`src/rtl/uart_pkg.sv`:
```
// ---------------------------------------------------------------------------
// uart_pkg
//   Shared types and helpers for the framed UART receiver.
//   parity_mode_t : parity selection for the receiver (NONE, EVEN, ODD)
//   rx_state_t    : receive FSM states
//   majority3     : 2-of-3 vote used on the bit-centre samples
// ---------------------------------------------------------------------------
package uart_pkg;

    typedef enum logic [1:0] {
        NONE,
        EVEN,
        ODD
    } parity_mode_t;

    typedef enum logic [2:0] {
        IDLE,
        START,
        DATA,
        PARITY,
        STOP,
        WAIT_HIGH
    } rx_state_t;

    function automatic logic majority3(input logic a, input logic b, input logic c);
        return (a & b) | (a & c) | (b & c);
    endfunction

endpackage

```
`src/rtl/uart_rx_sampler.sv`:
```
// ---------------------------------------------------------------------------
// uart_rx_sampler
//   Front end of the UART receiver: 2-flop synchroniser on the async line,
//   bit timer counting 0..ticks_per_bit-1, and a 3-tap majority vote taken at
//   counts mid-1, mid, mid+1 (mid = ticks_per_bit/2).
// Ports
//   clock        in   system clock
//   resetn       in   asynchronous active-low reset
//   signal       in   async serial line, idle high
//   restart      in   hold the bit timer at 0 (FSM idle / waiting)
//   line_synced  out  synchronised line
//   sample_valid out  one-cycle strobe at count mid+1
//   sample_bit   out  majority of the three centre samples, valid with strobe
// ---------------------------------------------------------------------------
module uart_rx_sampler
    import uart_pkg::*;
#(
    parameter int unsigned ticks_per_bit = 48
) (
    input  logic clock,
    input  logic resetn,
    input  logic signal,
    input  logic restart,
    output logic line_synced,
    output logic sample_valid,
    output logic sample_bit
);

    localparam int unsigned CW  = $clog2(ticks_per_bit);
    localparam int unsigned MID = ticks_per_bit / 2;

    localparam logic [CW-1:0] LAST_COUNT = CW'(ticks_per_bit - 1);
    localparam logic [CW-1:0] TAP_EARLY  = CW'(MID - 1);
    localparam logic [CW-1:0] TAP_MID    = CW'(MID);
    localparam logic [CW-1:0] TAP_LATE   = CW'(MID + 1);

    logic          sync1;
    logic          sync2;
    logic [CW-1:0] count;
    logic          tap_early;
    logic          tap_mid;

    // Synchroniser resets to idle-high so reset release never looks like a start bit.
    always_ff @(posedge clock or negedge resetn) begin
        if (!resetn) begin
            sync1 <= 1'b1;
            sync2 <= 1'b1;
        end else begin
            sync1 <= signal;
            sync2 <= sync1;
        end
    end

    always_ff @(posedge clock or negedge resetn) begin
        if (!resetn) begin
            count <= '0;
        end else if (restart || count == LAST_COUNT) begin
            count <= '0;
        end else begin
            count <= count + CW'(1);
        end
    end

    always_ff @(posedge clock or negedge resetn) begin
        if (!resetn) begin
            tap_early <= 1'b1;
            tap_mid   <= 1'b1;
        end else begin
            if (count == TAP_EARLY) tap_early <= sync2;
            if (count == TAP_MID)   tap_mid   <= sync2;
        end
    end

    // Third vote is the live synced line in the mid+1 cycle itself.
    assign line_synced  = sync2;
    assign sample_valid = (count == TAP_LATE);
    assign sample_bit   = majority3(tap_early, tap_mid, sync2);

endmodule

```
`src/rtl/uart_rx_framed.sv`:
```
// ---------------------------------------------------------------------------
// uart_rx_framed
//   UART receiver with parametrised width, optional parity and 1/2 stop bits.
//   Holds one received word behind a valid/ready handshake; a frame that
//   completes while a word is still held is dropped and flagged by overrun.
// Ports
//   clock                  in   system clock
//   resetn                 in   asynchronous active-low reset
//   signal                 in   async serial line, idle high
//   data                   out  received word, valid while ready=1
//   ready                  out  word held and valid
//   can_receive_next_word  in   consumer accept
//   parity_error           out  parity mismatch for the held word
//   framing_error          out  a stop bit sampled 0 for the held word
//   overrun                out  one-cycle pulse when a completed frame is dropped
// ---------------------------------------------------------------------------
module uart_rx_framed
    import uart_pkg::*;
#(
    parameter int unsigned  width       = 8,
    parameter int unsigned  baud_rate   = 9600,
    parameter int unsigned  clock_freq  = 460800,
    parameter parity_mode_t parity_mode = NONE,
    parameter int unsigned  stop_bits   = 1
) (
    input  logic             clock,
    input  logic             resetn,
    input  logic             signal,
    output logic [width-1:0] data,
    output logic             ready,
    input  logic             can_receive_next_word,
    output logic             parity_error,
    output logic             framing_error,
    output logic             overrun
);

    localparam int unsigned TICKS_PER_BIT = clock_freq / baud_rate;

    if (TICKS_PER_BIT < 8) begin : g_bad_ticks
        $error("uart_rx_framed: clock_freq/baud_rate must be at least 8");
    end
    if (width < 5 || width > 9) begin : g_bad_width
        $error("uart_rx_framed: width must be 5..9");
    end
    if (stop_bits < 1 || stop_bits > 2) begin : g_bad_stop
        $error("uart_rx_framed: stop_bits must be 1 or 2");
    end

    localparam logic [3:0] LAST_DATA_BIT = 4'(width - 1);
    localparam logic       LAST_STOP_BIT = 1'(stop_bits - 1);

    rx_state_t        state;
    rx_state_t        next_state;

    logic             line_synced;
    logic             sample_valid;
    logic             sample_bit;
    logic             restart;
    logic             frame_done;
    logic             frame_fe;

    logic [width-1:0] shreg;
    logic [3:0]       bit_cnt;
    logic             par_acc;
    logic             par_err;
    logic             stop_cnt;
    logic             frm_err;

    uart_rx_sampler #(
        .ticks_per_bit(TICKS_PER_BIT)
    ) u_sampler (
        .clock       (clock),
        .resetn      (resetn),
        .signal      (signal),
        .restart     (restart),
        .line_synced (line_synced),
        .sample_valid(sample_valid),
        .sample_bit  (sample_bit)
    );

    // ---------------- FSM: state register ----------------
    always_ff @(posedge clock or negedge resetn) begin
        if (!resetn) begin
            state <= IDLE;
        end else begin
            state <= next_state;
        end
    end

    // ---------------- FSM: next state ----------------
    always_comb begin
        next_state = state;
        case (state)
            IDLE: begin
                if (!line_synced) next_state = START;
            end
            START: begin
                if (sample_valid) next_state = sample_bit ? IDLE : DATA;
            end
            DATA: begin
                if (sample_valid && bit_cnt == LAST_DATA_BIT)
                    next_state = (parity_mode != NONE) ? PARITY : STOP;
            end
            PARITY: begin
                if (sample_valid) next_state = STOP;
            end
            STOP: begin
                if (frame_done) next_state = frame_fe ? WAIT_HIGH : IDLE;
            end
            WAIT_HIGH: begin
                if (line_synced) next_state = IDLE;
            end
            default: next_state = IDLE;
        endcase
    end

    // ---------------- FSM: outputs ----------------
    always_comb begin
        restart    = 1'b0;
        frame_done = 1'b0;
        // Framing flag includes the stop bit being sampled right now.
        frame_fe   = frm_err | ~sample_bit;
        case (state)
            IDLE, WAIT_HIGH: restart = 1'b1;
            STOP:            frame_done = sample_valid && (stop_cnt == LAST_STOP_BIT);
            default:         restart = 1'b0;
        endcase
    end

    // ---------------- Frame datapath ----------------
    always_ff @(posedge clock or negedge resetn) begin
        if (!resetn) begin
            shreg    <= '0;
            bit_cnt  <= '0;
            par_acc  <= 1'b0;
            par_err  <= 1'b0;
            stop_cnt <= 1'b0;
            frm_err  <= 1'b0;
        end else begin
            case (state)
                IDLE: begin
                    bit_cnt  <= '0;
                    par_acc  <= 1'b0;
                    par_err  <= 1'b0;
                    stop_cnt <= 1'b0;
                    frm_err  <= 1'b0;
                end
                DATA: begin
                    if (sample_valid) begin
                        shreg   <= {sample_bit, shreg[width-1:1]};
                        par_acc <= par_acc ^ sample_bit;
                        bit_cnt <= bit_cnt + 4'd1;
                    end
                end
                PARITY: begin
                    if (sample_valid) begin
                        if (parity_mode == EVEN) par_err <= par_acc ^ sample_bit;
                        else                     par_err <= ~(par_acc ^ sample_bit);
                    end
                end
                STOP: begin
                    if (sample_valid) begin
                        frm_err  <= frm_err | ~sample_bit;
                        stop_cnt <= stop_cnt + 1'b1;
                    end
                end
                default: begin
                end
            endcase
        end
    end

    // ---------------- Output / handshake register ----------------
    always_ff @(posedge clock or negedge resetn) begin
        if (!resetn) begin
            data          <= '0;
            ready         <= 1'b0;
            parity_error  <= 1'b0;
            framing_error <= 1'b0;
            overrun       <= 1'b0;
        end else begin
            overrun <= 1'b0;
            if (frame_done) begin
                // A consume on the completion edge frees the slot for the new word.
                if (!ready || can_receive_next_word) begin
                    data          <= shreg;
                    parity_error  <= par_err;
                    framing_error <= frame_fe;
                    ready         <= 1'b1;
                end else begin
                    overrun <= 1'b1;
                end
            end else if (ready && can_receive_next_word) begin
                ready <= 1'b0;
            end
        end
    end

endmodule

```
`config.mk`:
```
export PLATFORM = sky130hd
export DESIGN_NAME = uart_rx_framed
export DESIGN_NICKNAME = d
export VERILOG_FILES = /design/src/rtl/uart_pkg.sv /design/src/rtl/uart_rx_sampler.sv /design/src/rtl/uart_rx_framed.sv
export SDC_FILE = /design/constraint.sdc
export NUM_CORES = 1
export LEC_CHECK = 0
export ABC_AREA = 1
export ABC_CLOCK_PERIOD_IN_PS = 1660
export BUFFER_PORTS_ARGS = -buffer_cell sky130_fd_sc_hd__buf_4
export CAP_MARGIN = 20
export CORE_MARGIN = 4
export CORE_UTILIZATION = 58
export DETAILED_ROUTE_END_ITERATION = 10
export MAX_ROUTING_LAYER = met4
export PLACE_DENSITY = 0.77
export SYNTH_ARGS = -nofsm -noshare
export SYNTH_HDL_FRONTEND = slang
export SYNTH_SLANG_ARGS = --single-unit
```
`constraint.sdc`:
```
create_clock -name clock -period 1.66 [get_ports clock]
set_input_delay 0.166 -clock clock [delete_from_list [all_inputs] [get_ports clock]]
set_output_delay 0.166 -clock clock [all_outputs]
set_load 0.01 [all_outputs]
```
Word-level counts from Yosys, hierarchy flattened --
Index checks and enable logic that the tools add are counted.
Word-level totals: bits of input ports 4, flip-flop bits (word level) 41
Cells by class: bitwise operators 10, mux-type cells 27, eq/ne operators 19, add/sub/neg operators 3, reductions and logical operators 19
Operators by type and width (count):
- 3-bit two-way mux | 7
- 6-bit by 5-bit equality test with 1-bit output, second input constant | 3
- 3-bit case mux with 6 select lines | 1
- 2-bit inequality test, second input constant | 7
- 2-bit AND reduction | 6
- 1-bit two-way mux | 11
- 1-bit case mux with 2 select lines | 4
- 4-bit case mux with 2 select lines | 1
- 2-bit nonzero test | 4
- 6-bit by 1-bit adder with 6-bit output, second input constant | 1
- 3-bit by 2-bit equality test with 1-bit output, second input constant | 2
- 3-bit equality test, second input constant | 2
- 6-bit equality test, second input constant | 1
- 6-bit two-way mux | 1
- 6-bit AND reduction | 1
- 4-bit by 1-bit adder with 4-bit output, second input constant | 1
- 4-bit by 3-bit equality test with 1-bit output, second input constant | 1
- 4-bit two-way mux | 1
- 2-bit by 1-bit inequality test with 1-bit output, second input constant | 2
- 1-bit AND | 3
- 3-bit by 1-bit equality test with 1-bit output, second input constant | 1
- 1-bit logical AND | 3
- 3-bit zero test | 1
- 1-bit inverter | 3
- 7 further kinds | 10

Depth between registers and ports, before layout --
Gate-level depths: netlist of run 1.
depth after elaboration 8, gate-level depth with buffers 9, mapped depth without buffers 9

Cells and area by module --
Synthesis of run 1 repeated with hierarchy kept, for this count alone.
Second synthesis, totals: cell total of the unflattened synthesis 216, area, all modules 1959.4 um2
Modules (own cells, without submodules):
- uart_rx_framed | times used 1, area an instance 1455.1 um2, cells an instance 164
- uart_rx_sampler | times used 1, area an instance 504.2 um2, cells an instance 52

Least setup slack after synthesis of run 1 --
No wires, ideal clock.
kind reg2reg, start reg u_sampler.count[1], end reg state[1], cell stages (with the launch flop) 10, data arrival time 1.260 ns, setup slack 0.283 ns, data required time 1.543 ns, buffers on the path 0, period minus slack after synthesis 1.377 ns, cells stage by stage dfrtp_1 -> inv_1 -> ha_1 -> nand3_2 -> nor2_8 -> nor2_1 -> nor2_2 -> nand3_1 -> nand2_1 -> nand2_1
On the way: cells in the longest elaborated chain, start to end 5, elaborated cells on any way between the ends 9, those cells by class 5 x eq/ne; 1 x mux; 3 x reduce/logical
RTL lines:
- start, declared | RTL line uart_rx_sampler.sv:39 | logic [CW-1:0] count;
- start signal, assigned | RTL line uart_rx_sampler.sv:60 | count <= count + CW'(1);
- 6-bit by 5-bit equality test with 1-bit output (*) | RTL line uart_rx_sampler.sv:76 | assign sample_valid = (count == TAP_LATE);
- 1-bit logical AND | RTL line uart_rx_framed.sv:125 | STOP: frame_done = sample_valid && (stop_cnt == LAST_STOP_BIT);
- 1-bit two-way mux | RTL line uart_rx_framed.sv:123 | case (state)
- 2-bit inequality test (no line)
- 6-bit AND reduction (no line) (*)
- end signal, assigned | RTL line uart_rx_framed.sv:86 | state <= next_state;
- end, declared | RTL line uart_rx_framed.sv:52 | rx_state_t state;
Every way passes the cells marked *; elsewhere a longest branch is shown, timed or not. A chain may end at the register's enable or synchronous reset.

Worst setup path in the final report of run 1 --
start reg u_sampler.count[1], end reg data[0]
On the way: cells in the longest elaborated chain, start to end 4
RTL lines:
- 6-bit by 5-bit equality test with 1-bit output | RTL line uart_rx_sampler.sv:76
- 1-bit logical AND | RTL line uart_rx_framed.sv:125
- 1-bit two-way mux | RTL line uart_rx_framed.sv:123
- 2-bit AND reduction (no line)
- end signal, assigned | RTL line uart_rx_framed.sv:186 | data <= shreg;
- end, declared | RTL line uart_rx_framed.sv:29 | output logic [width-1:0] data,
No other way between the ends.

==> summary.txt, run 1 <==
Setup path
  • Max stage delay on crit path: 0.42 ns
  • CP startpoint kind: flip-flop
  • Max FO, Critical Path: 20
  • R2r endpoint: data[0]
  • Worst path cell trace: inv_2 > ha_2 > nand3_4 > nor2_8 > nand4_2 > buf_4 > nand2_1 > o21ai_1
  • Critical Path Stages: 8
  • CP top delay family: simple AND/OR/NAND/NOR gates
  • Crit Path Class: reg -> reg
  • Critical Path Sink Type: flip-flop
  • Reg2Reg Setup Slack: 0.11 ns
  • Reg2reg path depth: 8
  • CP max-delay cell: dfrtp_1
  • CP Buf/Inv Count: 2
  • Worst endpoint data arrival time: 1.78 ns
  • CP required: 1.89 ns
  • R2r startpoint: u_sampler.count[1]

Clock tree
  • Clock transition at path regs: 0.12 ns
  • Worst-skew pair later-pin latency: 0.36 ns
  • CTS tree: built
  • Clock root cell: clkbuf_4
  • CTS Buffer Depth: 2
  • Num CTS Buffers: 5
  • CTS sink count: 41
  • H-tree depth: 2

Floorplanning
  • # rows: 20
  • Number of I/O pins: 16
  • Starting Density: 61.6%
  • Core box area: 3080 um2
  • Die X: 65.2 um
  • Die height: 65.2 um
  • Die ar.: 4250 um2

Timing
  • Max Slew Vio Count: 0
  • Slew HR: 66.4%
  • Final setup TNS: 0 ns
  • Highest Clock Rate: 0.647 GHz
  • Clock skew: 0.0199 ns
  • Endpoints failing setup: 0
  • Tcrit/Tclk final: 93.1%
  • Hold WS: 0.110 ns
  • Final hold vios: 0
  • Tmin final: 1.55 ns
  • Worst Tran Pin Value: 0.505 ns

Drt
  • Initial DRC Count: 104
  • Final WL: 3.51 mm
  • Number of vias per cell: 5.11
  • Wirelength per Cell: 12.4 um
  • Vias: 1440
  • DRT antenna net count: 0
  • Residual DRC count: 0
  • Drt first pass iters: 4

Finish
  • Most common cell after layout, fill and taps aside: nand2_1
  • Final instance area: 2210 um2
  • Final Net Count: 245
  • Most frequent cells in the layout: 49 x nand2_1, 37 x dfrtp_1, 27 x inv_1, 20 x buf_4, 15 x o21ai_0
  • Fraction of layout cells with a size suffix above 1: 23.9%
  • Register area: 1030 um2
  • Finished Core Util: 71.7%
  • Syn-to-layout area delta: 16.4%
  • Multi-input gate area in the final layout: 737 um2
  • Fillcell total: 232
  • Ant diodes: 0

Logic synthesis
  • Post-synth net total: 220
  • Main synth FF type: dfrtp_1
  • Ys Warns: 0
  • Syn avg cell area: 8.94 um2
  • Synth Register Bits: 41
  • Share of synthesized registers carrying an async set or reset: 100%
  • EDFF count, synth: 0
  • Seq/Total Area, Yosys: 54.4%
  • Gate Count Post-Synth: 212
  • Unique masters post-synth: 28
  • Post-Syn Area: 1900 um2

Power and ir drop
  • Pwr dens: 1200 nW/um2
  • Lkg Pwr: 1.07 nW
  • Peak supply drop: 0.000865 V

Global routing
  • Initial antenna violation count: 0
  • Grt peak-use layer: met2
  • Pin count of the biggest net entering global routing: 42
  • Grt total ovfl: 0
  • Global-route wire length before repair: 6.23 mm
  • Vias in the first global route: 1459
  • Total GRT Usage: 19.5%
  • Met3 Usage GRT: 5.81%
  • GR met1 Demand/Resource: 23.9%
  • Grt met2 use: 31.0%

Place
  • Placed cell area: 2040 um2
  • Port bufs: 15
  • Final Wtd Congestion: 0.871
  • Detail Placement HPWL: 2.47 mm

Hold path
  • Worst hold path class: in -> reg
  • Hold Path Cell Cnt: 4
  • WHS Endpoint: overrun
  • Hold Startpoint: can_receive_next_word

Run
  • Max-Cap Viols: 0

Run status
  • Status: finished, final reports clean
-- power breakdown --
| part | switching, mW | internal [mW] | total (mW) |
|---|---|---|---|
| combinational | 0.507 | 0.276 | 0.783 |
| clock | 0.318 | 0.358 | 0.677 |
| sequential | 0.105 | 1.08 | 1.18 |
| total | 0.930 | 1.71 | 2.64 |
-- worst max path at each step --
stage	endpoint	from	slack (ns)
2_1_floorplan	state[1]	u_sampler.count[1]	0.28
3_3_place_gp	bit_cnt[0]	u_sampler.count[1]	0.18
3_5_place_dp	bit_cnt[0]	u_sampler.count[1]	0.08
4_1_cts	bit_cnt[0]	u_sampler.count[1]	0.06
5_1_grt	state[0]	u_sampler.count[1]	-0.005
6_report	data[0]	u_sampler.count[1]	0.11
-- routing by layer --
| metal | routed length, um | vias to the layer above |
|---|---|---|
| met4 | 33 | 0 |
| met2 | 1730 | 24 |
| met5 | 0 | - |
| met3 | 127 | 4 |
| li1 | - | 728 |
| met1 | 1610 | 684 |
-- registers in the layout, indices dropped and copies added (netlist names), 3 cells and up --
register / cells
bit_cnt: 4
data: 8
shreg: 8
state: 3
u_sampler.count: 6
-- area by class of cell --
cell class / count / area share (%)
inverter: 33 / 5.62
timing repair buffer: 22 / 7.71
clock inverter: 2 / 1.70
sequential: 41 / 46.7
tap: 44 / 2.50
clock buffer: 6 / 2.33
multi-input combinational: 134 / 33.4
-- worst reg2reg max path: stages, from the launching register on --
cell     delay (ns)
dfrtp_1        0.42
inv_2          0.07
ha_2           0.18
nand3_4        0.10
nor2_8         0.21
nand4_2        0.10
buf_4          0.21
nand2_1        0.09
o21ai_1        0.06
-- per-stage QoR --
step	power (mW)	instances	setup slack [ns]
floorplan	1.69	212	0.283
global placement	1.81	268	0.181
detailed placement	1.86	268	0.0760
CTS	2.54	278	0.0614
global route	2.84	282	-0.00488
finish	2.64	282	0.114
-- timing repair --
action / in CTS / in global routing
resized for setup: 0 / 8
hold buffers: 2 / 0
endpoints found under the setup margin: 0 / 4
endpoints found under the hold margin: 38 / 0
setup buffers: 0 / 4
-- synthesized netlist by cell type, types with 3 or more instances --
cell type	number	area (um2)
nand2_1	51	191
dfrtp_1	37	926
inv_1	28	105
o21ai_0	15	75.1
nand3_1	13	65.1
nor2_1	11	41.3
o21ai_1	8	40.0
a21oi_1	5	25.0
inv_2	5	18.8
nand4_1	5	31.3
nor3_1	5	25.0
dfstp_2	4	105
ha_1	4	50.1
o21ai_2	3	26.3
-- kinds of logic after synthesis --
group / synth area share (%)
AOI/OAI and AO/OA: 9.77
xor gates and xnor gates: 0.462
adders and majority gates: 2.64
buffers and inverters: 8.38
DFF: 54.4
and+or+nand+nor: 24.4
Power figures use the tool's default switching activity.
==> run 2, diff against run 1 <==
CORE_UTILIZATION = 32   (was 58)
PLACE_DENSITY = 0.58   (was 0.77)
==> run 2 against run 1 <==
  * Sequential cell count did not move
  * Worst hold slack improved by 0.079 ns
  * Worst setup slack gained 0.048 ns
  * Cell count grew 9.2%
  * Non-clock buffer count decreased by 2
  * Count of clock-buffer cells in the layout fell by 1
  * Sequential power about the same
  * Critical endpoint is now state[1]
  * Highest routed layer unchanged
==> summary.txt, run 2 (synthesis results as in run 1) <==
Run status
  • Status: finished, final reports clean

Global routing
  • Vias in the first global route: 1376 (-5.7%)
  • Total GRT Usage: 11.0% (-8.5 points)
  • Grt total ovfl: 0 (unchanged)
  • Initial antenna violation count: 0 (unchanged)
  • Pin count of the biggest net entering global routing: 42 (unchanged)
  • Global-route wire length before repair: 6.24 mm (+0.11%)

Clock tree
  • Post-CTS setup buffers: 0 (unchanged)
  • Post-CTS sizing: 0 (unchanged)
  • CTS Buffer Depth: 2 (unchanged)
  • CTS sink count: 41 (unchanged)
  • Num CTS Buffers: 5 (unchanged)
  • Clock transition at path regs: 0.08 ns (-0.04 ns)
  • CTS tree: built
  • Worst-skew pair later-pin latency: 0.29 ns (-0.07 ns)
  • Clock root cell: clkbuf_8
  • H-tree depth: 2 (unchanged)

Drt
  • Residual DRC count: 0 (unchanged)
  • Initial DRC Count: 106 (+1.9%)
  • Wirelength per Cell: 10.9 um (-12%)
  • Vias: 1368 (-5.0%)
  • Drt first pass iters: 4 (unchanged)
  • DRT antenna net count: 0 (unchanged)
  • Number of vias per cell: 4.44 (-13%)
  • Final WL: 3.35 mm (-4.4%)

Finish
  • Syn-to-layout area delta: 18.2%
  • Most frequent cells in the layout: 51 x nand2_1, 37 x dfrtp_1, 28 x inv_1, 18 x buf_4, 15 x o21ai_0
  • Most common cell after layout, fill and taps aside: nand2_1
  • Fraction of layout cells with a size suffix above 1: 20.8% (-3.2 points)
  • Ant diodes: 0 (unchanged)
  • Top Registers: data: 8 flops, shreg: 8 flops, u_sampler.count: 6 flops
  • Final Net Count: 243 (-0.82%)

Timing
  • Worst Tran Pin Value: 0.505 ns (-0.0000808 ns)
  • Highest Clock Rate: 0.668 GHz (+3.2%)
  • Tcrit/Tclk final: 90.2% (-2.9 points)
  • Final hold vios: 0 (unchanged)
  • Endpoints failing setup: 0 (unchanged)
  • Slew HR: 66.4% (about the same)
  • Unrepaired setup endpoints after global routing: no
  • Tmin final: 1.50 ns (-0.0482 ns)
  • Setup ws final: 0.162 ns (+0.0482 ns)
  • Max Slew Vio Count: 0 (unchanged)
  • Final setup TNS: 0 ns (unchanged)
  • Clock skew: 0.00348 ns (-0.0164 ns)

Floorplanning
  • Starting Density: 33.6% (-28 points)
  • Die ar.: 7220 um2 (+70%)
  • Core box area: 5640 um2 (+83%)
  • # rows: 27 (+35%)
  • Number of I/O pins: 16 (unchanged)
  • Die X: 85.0 um (+30%)
  • Die height: 85.0 um (+30%)

Setup path
  • Reg2reg path depth: 9 (+1)
  • Worst path cell trace: inv_1 > ha_1 > nand3_2 > nor2_8 > nor2_1 > nor2_2 > nand3_1 > nand2_1 > nand2_1
  • Most frequent CP cell: nand2_1
  • CP Capture Point: state[1]
  • CP max-delay cell: dfrtp_1
  • R2r endpoint: state[1]
  • Worst endpoint data arrival time: 1.68 ns (-0.10 ns)
  • Critical Path Source: u_sampler.count[1]
  • Critical Path Sink Type: flip-flop
  • CP startpoint kind: flip-flop
  • Crit Path Class: reg -> reg
  • Max FO, Critical Path: 8 (-60%)
  • CP required: 1.84 ns (-0.05 ns)
  • Reg2Reg Setup Slack: 0.16 ns (+0.05 ns)
  • R2r startpoint: u_sampler.count[1]
  • Max stage delay on crit path: 0.40 ns (-0.02 ns)

Hold path
  • Worst hold path class: in -> reg

Place
  • Final Wtd Congestion: 0.784 (-10%)
  • Detail Placement HPWL: 2.43 mm (-1.8%)
  • Pre-CTS WS: 0.160 ns (+0.0840 ns)
  • Port bufs: 15 (unchanged)

Power and ir drop
  • Peak supply drop: 0.000430 V (-50%)
  • Lkg Pwr: 1.10 nW (+2.4%)
  • Pwr dens: 1250 nW/um2 (+4.0%)

Run
  • Max-Cap Viols: 0 (unchanged)
==> run 2: cell count changes in the layout (fill, tap and decap cells not counted), moves of 2 or more <==
cell      previous run  this run
clkbuf_4             5         0
clkbuf_8             1         5
buf_4               20        18
nand2_1             49        51
nand2_2              4         2
==> run 2: layout make-up <==
cell class              count  area (um2)
clock buffers               5        68.8
flip-flops and latches     41        1030
repair buffers             20         155
multi-input cells         134         706
well taps                  72        90.1
clock inverters             3        65.1
inverters                  33         124
fillers                   570        3400
==> run 2: power breakdown <==
part / internal (mW) / switching [mW]
registers: 1.08 / 0.0816
logic: 0.218 / 0.476
clock network: 0.597 / 0.338
==> run 2: critical path: cells and delay by family (launching register included) <==
family / cells / cell delay [ns]
simple gates: 7 / 0.76
buf+inv: 1 / 0.08
fa+ha+maj: 1 / 0.15
flops: 1 / 0.40
==> run 2: how the worst min path moves through the flow <==
stage / start / endpoint / slack, ns / cells past startpoint
2_1_floorplan: resetn / bit_cnt[0] / -0.13 / 0
5_1_grt: can_receive_next_word / ready / 0.26 / 4
3_5_place_dp: resetn / state[1] / 0.18 / 1
4_1_cts: can_receive_next_word / ready / 0.19 / 4
3_3_place_gp: resetn / u_sampler.count[0] / 0.18 / 1
6_report: can_receive_next_word / ready / 0.19 / 4
==> run 2: layer usage <==
metal	routed length (um)	vias up	GRT usage, %	share of wire, %
li1	-	726	-	-
met1	1710	615	14.4	51
met2	1440	22	15.8	43
met3	128	5	2.43	3.8
met4	76	0	5.61	2.3
met5	0	-	-	0
==> run 2: metrics by stage <==
stage	util [%]	power, mW	hold WS (ns)	instances	cell area [um2]
5_1_grt	39.7	2.98	0.258	308	2240
3_5_place_dp	37.0	1.87	0.181	298	2090
3_3_place_gp	37.0	1.87	0.178	298	2090
2_1_floorplan	-	1.69	-0.130	212	1900
4_1_cts	39.7	2.83	0.191	308	2240
6_report	39.7	2.79	0.189	308	2240
==> run 2: repair_timing <==
item,4_1_cts,5_1_grt
hold buffers,2,0
hold endpoints to repair,38,0
endpoints found under the setup margin,0,0
